<file path="src/rtl/cpu_defs.sv">
// Shared CPU definitions: MULT/DIV op codes and sequencer states.
// The control unit uses the same op constants.
package cpu_defs;

    localparam logic MD_OP_MULT = 1'b0;
    localparam logic MD_OP_DIV  = 1'b1;

    typedef enum logic [1:0] {
        ST_MD_IDLE = 2'd0,
        ST_MD_MULT = 2'd1,
        ST_MD_DIV  = 2'd2,
        ST_MD_FIX  = 2'd3
    } md_state_t;

endpackage

</file>
<file path="src/rtl/div_step.sv">
// One restoring-division iteration on unsigned magnitudes.
// Brings in the next dividend bit and trial-subtracts the divisor.
module div_step #(
    parameter int WIDTH = 32
) (
    input  logic [WIDTH-1:0] rem,
    input  logic [WIDTH-1:0] quotient,
    input  logic [WIDTH-1:0] divisor,
    output logic [WIDTH-1:0] rem_next,
    output logic [WIDTH-1:0] quot_next
);

    logic [WIDTH:0] shifted;
    logic           fits;

    // Shift in the next dividend bit; keep the difference only if it stays non-negative.
    always_comb begin
        shifted   = {rem, quotient[WIDTH-1]};
        fits      = (shifted >= {1'b0, divisor});
        rem_next  = fits ? WIDTH'(shifted - {1'b0, divisor})
                         : shifted[WIDTH-1:0];
        quot_next = {quotient[WIDTH-2:0], fits};
    end

endmodule

</file>
<file path="src/rtl/mult_div_unit.sv">
// Multicycle signed MULT/DIV engine with HI/LO result registers.
// Works on operand magnitudes, then fixes the signs in a final cycle.
module mult_div_unit #(
    parameter int WIDTH = 32
) (
    input  logic             clk,
    input  logic             reset,
    input  logic             start,
    input  logic             op,
    input  logic [WIDTH-1:0] src_a,
    input  logic [WIDTH-1:0] src_b,
    output logic             busy,
    output logic             done,
    output logic             div_zero,
    output logic [WIDTH-1:0] hi,
    output logic [WIDTH-1:0] lo
);

    import cpu_defs::*;

    localparam int CW = (WIDTH > 1) ? $clog2(WIDTH) : 1;

    md_state_t          state;
    md_state_t          state_next;
    logic [CW-1:0]      cnt;
    logic [2*WIDTH-1:0] acc;
    logic [WIDTH-1:0]   opnd;
    logic               op_q;
    logic               neg_res;
    logic               neg_rem;
    logic               dz_pend;

    logic               accept;
    logic               last_iter;
    logic [WIDTH-1:0]   mag_a;
    logic [WIDTH-1:0]   mag_b;
    logic [WIDTH:0]     m_sum;
    logic [2*WIDTH-1:0] mul_next;
    logic [WIDTH-1:0]   d_rem_next;
    logic [WIDTH-1:0]   d_quo_next;

    // Operand magnitudes; an unsigned W-bit value still represents 2^(W-1).
    always_comb begin
        accept    = start && !busy && (state == ST_MD_IDLE);
        last_iter = (cnt == CW'(WIDTH - 1));
        mag_a     = src_a[WIDTH-1] ? -src_a : src_a;
        mag_b     = src_b[WIDTH-1] ? -src_b : src_b;
        m_sum     = {1'b0, acc[2*WIDTH-1:WIDTH]} + {1'b0, opnd};
        mul_next  = acc[0] ? {m_sum, acc[WIDTH-1:1]}
                           : {1'b0, acc[2*WIDTH-1:1]};
    end

    // Division keeps the remainder in acc's upper half, the quotient in the lower.
    div_step #(
        .WIDTH(WIDTH)
    ) u_div_step (
        .rem      (acc[2*WIDTH-1:WIDTH]),
        .quotient (acc[WIDTH-1:0]),
        .divisor  (opnd),
        .rem_next (d_rem_next),
        .quot_next(d_quo_next)
    );

    // Sequencer state register.
    always_ff @(posedge clk or negedge reset) begin
        if (!reset) state <= ST_MD_IDLE;
        else        state <= state_next;
    end

    // Next-state: divide by zero stays idle and reports on the next edge.
    always_comb begin
        state_next = state;
        unique case (state)
            ST_MD_IDLE: begin
                if (accept) begin
                    if (op == MD_OP_MULT)  state_next = ST_MD_MULT;
                    else if (src_b != '0)  state_next = ST_MD_DIV;
                end
            end
            ST_MD_MULT,
            ST_MD_DIV: if (last_iter) state_next = ST_MD_FIX;
            ST_MD_FIX: state_next = ST_MD_IDLE;
            default:   state_next = ST_MD_IDLE;
        endcase
    end

    // Datapath, counter, handshake and HI/LO result registers.
    always_ff @(posedge clk or negedge reset) begin
        if (!reset) begin
            busy     <= 1'b0;
            done     <= 1'b0;
            div_zero <= 1'b0;
            hi       <= '0;
            lo       <= '0;
            cnt      <= '0;
            acc      <= '0;
            opnd     <= '0;
            op_q     <= 1'b0;
            neg_res  <= 1'b0;
            neg_rem  <= 1'b0;
            dz_pend  <= 1'b0;
        end else begin
            done     <= 1'b0;
            div_zero <= 1'b0;
            unique case (state)
                ST_MD_IDLE: begin
                    if (dz_pend) begin
                        dz_pend  <= 1'b0;
                        busy     <= 1'b0;
                        done     <= 1'b1;
                        div_zero <= 1'b1;
                    end else if (accept) begin
                        busy    <= 1'b1;
                        cnt     <= '0;
                        op_q    <= op;
                        neg_res <= src_a[WIDTH-1] ^ src_b[WIDTH-1];
                        neg_rem <= src_a[WIDTH-1];
                        dz_pend <= (op == MD_OP_DIV) && (src_b == '0);
                        if (op == MD_OP_MULT) begin
                            acc  <= {{WIDTH{1'b0}}, mag_b};
                            opnd <= mag_a;
                        end else begin
                            acc  <= {{WIDTH{1'b0}}, mag_a};
                            opnd <= mag_b;
                        end
                    end
                end
                ST_MD_MULT: begin
                    acc <= mul_next;
                    cnt <= cnt + CW'(1);
                end
                ST_MD_DIV: begin
                    acc <= {d_rem_next, d_quo_next};
                    cnt <= cnt + CW'(1);
                end
                ST_MD_FIX: begin
                    busy <= 1'b0;
                    done <= 1'b1;
                    if (op_q == MD_OP_MULT) begin
                        {hi, lo} <= neg_res ? -acc : acc;
                    end else begin
                        lo <= neg_res ? -acc[WIDTH-1:0] : acc[WIDTH-1:0];
                        hi <= neg_rem ? -acc[2*WIDTH-1:WIDTH]
                                      : acc[2*WIDTH-1:WIDTH];
                    end
                end
                default: ;
            endcase
        end
    end

endmodule
</file>
<file path="config.mk">
export PLATFORM = sky130hd
export DESIGN_NAME = mult_div_unit
export DESIGN_NICKNAME = d
export VERILOG_FILES = /design/src/rtl/cpu_defs.sv /design/src/rtl/div_step.sv /design/src/rtl/mult_div_unit.sv
export SDC_FILE = /design/constraint.sdc
export NUM_CORES = 1
export LEC_CHECK = 0
export ABC_AREA = 1
export BUFFER_PORTS_ARGS = -buffer_cell sky130_fd_sc_hd__clkbuf_2
export CORE_MARGIN = 2
export CORE_UTILIZATION = 50
export DETAILED_ROUTE_END_ITERATION = 16
export PLACE_DENSITY = 0.76
export SKIP_CTS_REPAIR_TIMING = 1
export SLEW_MARGIN = 20
export SYNTH_ARGS = -nofsm -noshare
export SYNTH_HDL_FRONTEND = slang
export SYNTH_SLANG_ARGS = --single-unit
export TNS_END_PERCENT = 10
</file>
<file path="constraint.sdc">
create_clock -name clk -period 3.35 [get_ports clk]
set_input_delay 0.5025 -clock clk [delete_from_list [all_inputs] [get_ports clk]]
set_output_delay 0.5025 -clock clk [all_outputs]
set_load 0.02 [all_outputs]
</file>
==> flow_metrics.tcl <==
set metrics [dict create \
    synth_top_family_by_area "simple AND/OR/NAND/NOR gates" \
    crit_family "simple AND/OR/NAND/NOR gates" \
    critPathBufInv 0 \
    finalPower_mw 20.1 \
    crit_path_start_kind "register" \
    vias 21200 \
    die_w_um 193 \
    synth_simple_gate_area_share_pct 40.7 \
    tns_ns 0 \
    synth-compound-area-share_pct 12.9 \
    hold_violations 0 \
    slew_headroom_pct 43.9 \
    layout.nets 3312 \
    syn_inst 3052 \
    drt_wl_total_mm 75.6 \
    setup_viol 0 \
    yosys.cell_count.top_type "nand2_1" \
    area_growth_pct 11.0 \
    core_sq_um 35500 \
    critPathLaunch "acc[35]$_DFFE_PN0P_" \
    die_area_sq_um 37400 \
    antenna_found_initial 1 \
    synthArstFlopShare_pct 100 \
    yosysTopAreaCell "dfrtp_1" \
    ys_warn_count 0 \
    fin_util_pct 56.1 \
    synth_area_per_cell_sq_um 5.88 \
    yosysSeqAreaShare_pct 24.3 \
    grt_pass1_vias 19000 \
    fmax_mhz 348 \
    cp_data_arrival_time_ns 3.22 \
    synth_top_area_share_pct 24.3 \
    synth_nets 3196 \
    synth_area_sq_um 17900 \
    grt_usage_pct 39.3 \
    reg2reg_from "acc[35]$_DFFE_PN0P_" \
    pwr_density_cell_nw_per_um2 1010 \
    cts_tree "built" \
    synth_edf_count 0 \
    critPathKind "reg2reg" \
    first_pass_iters 7 \
    synth_area_leaders "dfrtp_1 (24%), nand2_1 (23%), inv_1 (9.6%), nand3_1 (7.8%), nor2_1 (5.7%)" \
    ir_worst_vdd_uv 781 \
    crit_end "acc[59]$_DFFE_PN0P_" \
    critPathRequiredTime_ns 3.70 \
    synthMuxAreaShare_pct 0 \
    crit_top_cell "nand2_1" \
    leakage_nw 11.1 \
    cpPeakStageDelay_ns 0.52 \
    grt_remaining_overflow 0 \
    drv_cap 0 \
    hold_class "in2reg" \
    gp_congestion 1.09 \
    yosys-top-cells-count "nand2_1 (1094), inv_1 (457), nand3_1 (279)" \
    tightest_slew_ns 0.833 \
    start_util_pct 50.6 \
    reg2reg_to "acc[59]$_DFFE_PN0P_" \
    portBuffers 134 \
    synth-seq-cells 174 \
    clk_latency_ns 0.46 \
    avgViaCountPerCell 5.82 \
    numPlacedInstances 3609 \
    fin_crit_ns 2.87 \
    status "finished, final reports clean" \
    dpl.hpwl_mm 62.0 \
    antenna_left 0 \
    crit_path_top_delay_cell "dfrtp_1" \
    cts_num_sinks 174 \
    drc 0 \
    clk_pin_slew_ns 0.08 \
    htreeDepth 4 \
    endpoint_kind "register" \
    grt_pass1_wl_mm 113 \
    hold_slack_ns 0.446 \
    synth_cell_types 52 \
    cp.depth 14 \
    grt_max_degree 77 \
    ys.flop_type "dfrtp_1" \
    die_h_um 193 \
    drive_gt1_share_pct 8.74 \
    timing.final.max_slew_violations 0 \
    core.rowCount 69 \
    finClkSkew_ns 0.0193 \
    synth-xor-area-share_pct 4.78 \
    synth_fa_ha_area_share_pct 5.38 \
    wire_per_inst_um 20.7 \
    cts_root_buffer "clkbuf_16" \
    fin_cells 3643 \
    period_share_pct 85.7 \
    rsz0062_at_grt "no" \
    cts_buffers 17 \
    worstRegToRegCells 14 \
    cp_cell_sequence "ha_1 > nand2_1 > nor2_2 > nand3_1 > nor2_1 > nand2_1 > nand2_2 > nor2_8 > nand2_8 > nand3_1 > nand2_1 > nand2_1 > nand2_1 > nand2_1" \
    drt-initial-drc-count 3002 \
    io_pins 135 \
    ctsLongestPathBuffers 2 \
    cp_max_fo 33 \
    r2r_slack_ns 0.48 \
]
[layout by cell type, fill, tap and decap left out, types with 7 or more instances in the layout]
master	Yosys	final
nand3b_1	9	9
clkinv_8	0	7
o31ai_1	8	8
o22ai_1	32	32
dfrtp_1	174	174
a31oi_1	12	12
ha_1	74	74
a22oi_1	40	40
clkbuf_2	1	133
o221ai_1	11	11
buf_4	2	52
xor2_1	75	75
o21ai_0	124	124
inv_1	457	457
o211ai_1	37	37
xnor2_1	23	23
a21oi_1	101	101
nor2_1	273	272
nor3_1	14	14
nand3_1	279	279
nand2_2	14	15
clkbuf_16	0	17
nor2_2	11	11
nand4_1	33	33
nand2_1	1094	1093
[cells by family (layout without fill, tap and decap cells)]
family	after synthesis	in the layout
buf+inv	558	687
other cells	0	1
xor+xnor	98	98
compound gates	388	388
flops	174	174
fa+ha+maj	76	76
simple gates	1758	1758
[metrics by stage]
step	setup slack (ns)	area [sq um]
after floorplan	0.968	17900
after global placement	0.546	19300
after detailed placement	0.540	19300
after CTS	0.544	19900
after global routing	0.307	19900
final	0.480	19900
[worst min path at each step]
| stage | startpoint | slack [ns] | endpoint | cells after the start |
|---|---|---|---|---|
| 5_1_grt | src_a[18] | 0.46 | opnd[18]$_DFFE_PN0P_ | 3 |
| 3_5_place_dp | reset | 0.40 | hi[25]$_DFFE_PN0P_ | 1 |
| 2_1_floorplan | reset | 0.21 | acc[0]$_DFFE_PN0P_ | 0 |
| 4_1_cts | reset | -0.08 | acc[59]$_DFFE_PN0P_ | 1 |
| 6_report | src_b[29] | 0.45 | opnd[29]$_DFFE_PN0P_ | 4 |
| 3_3_place_gp | reset | 0.40 | hi[25]$_DFFE_PN0P_ | 1 |
[state kept, by name, summed over array words and instances (netlist names)]
| register | cells |
|---|---|
| div_zero | 1 |
| busy | 1 |
| neg_rem | 1 |
| state | 2 |
| hi | 32 |
| cnt | 5 |
| done | 1 |
| acc | 64 |
| op_q | 1 |
| lo | 32 |
| neg_res | 1 |
| dz_pend | 1 |
| opnd | 32 |
[tightest hold or removal path, cell delays in order]
cell and delay (ns):
clkbuf_2 0.13, xor2_1 0.12, nand2_1 0.07, nand2_1 0.05
[report_power, final]
group	switching (mW)	internal (mW)	leakage [nW]
registers	0.846	2.98	2.21
logic	10.0	4.17	8.62
clock network	1.09	1.02	0.291
[area by class of cell]
cell class                      instances  area, sq um
Multi-Input combinational cell       2320        11400
Clock buffer                           17          425
Antenna cell                            1         2.50
Timing Repair Buffer                  192         1180
Tap cell                              461          577
Inverter                              463         1740
Clock inverter                         15          191
Sequential cell                       174         4350
Fill cell                            3588        15600
[per-layer routing]
metal | GRT usage [%] | share of wire (%) | vias to the layer above | routed length (um)
met3 | 8.47 | 12 | 169 | 8900
met4 | 13.4 | 3.9 | 2 | 2960
li1 | - | - | 9937 | -
met1 | 55.8 | 42 | 9729 | 31600
met2 | 58.9 | 43 | 1348 | 32100
met5 | 0 | 0.015 | - | 11
Power figures use the tool's default switching activity.
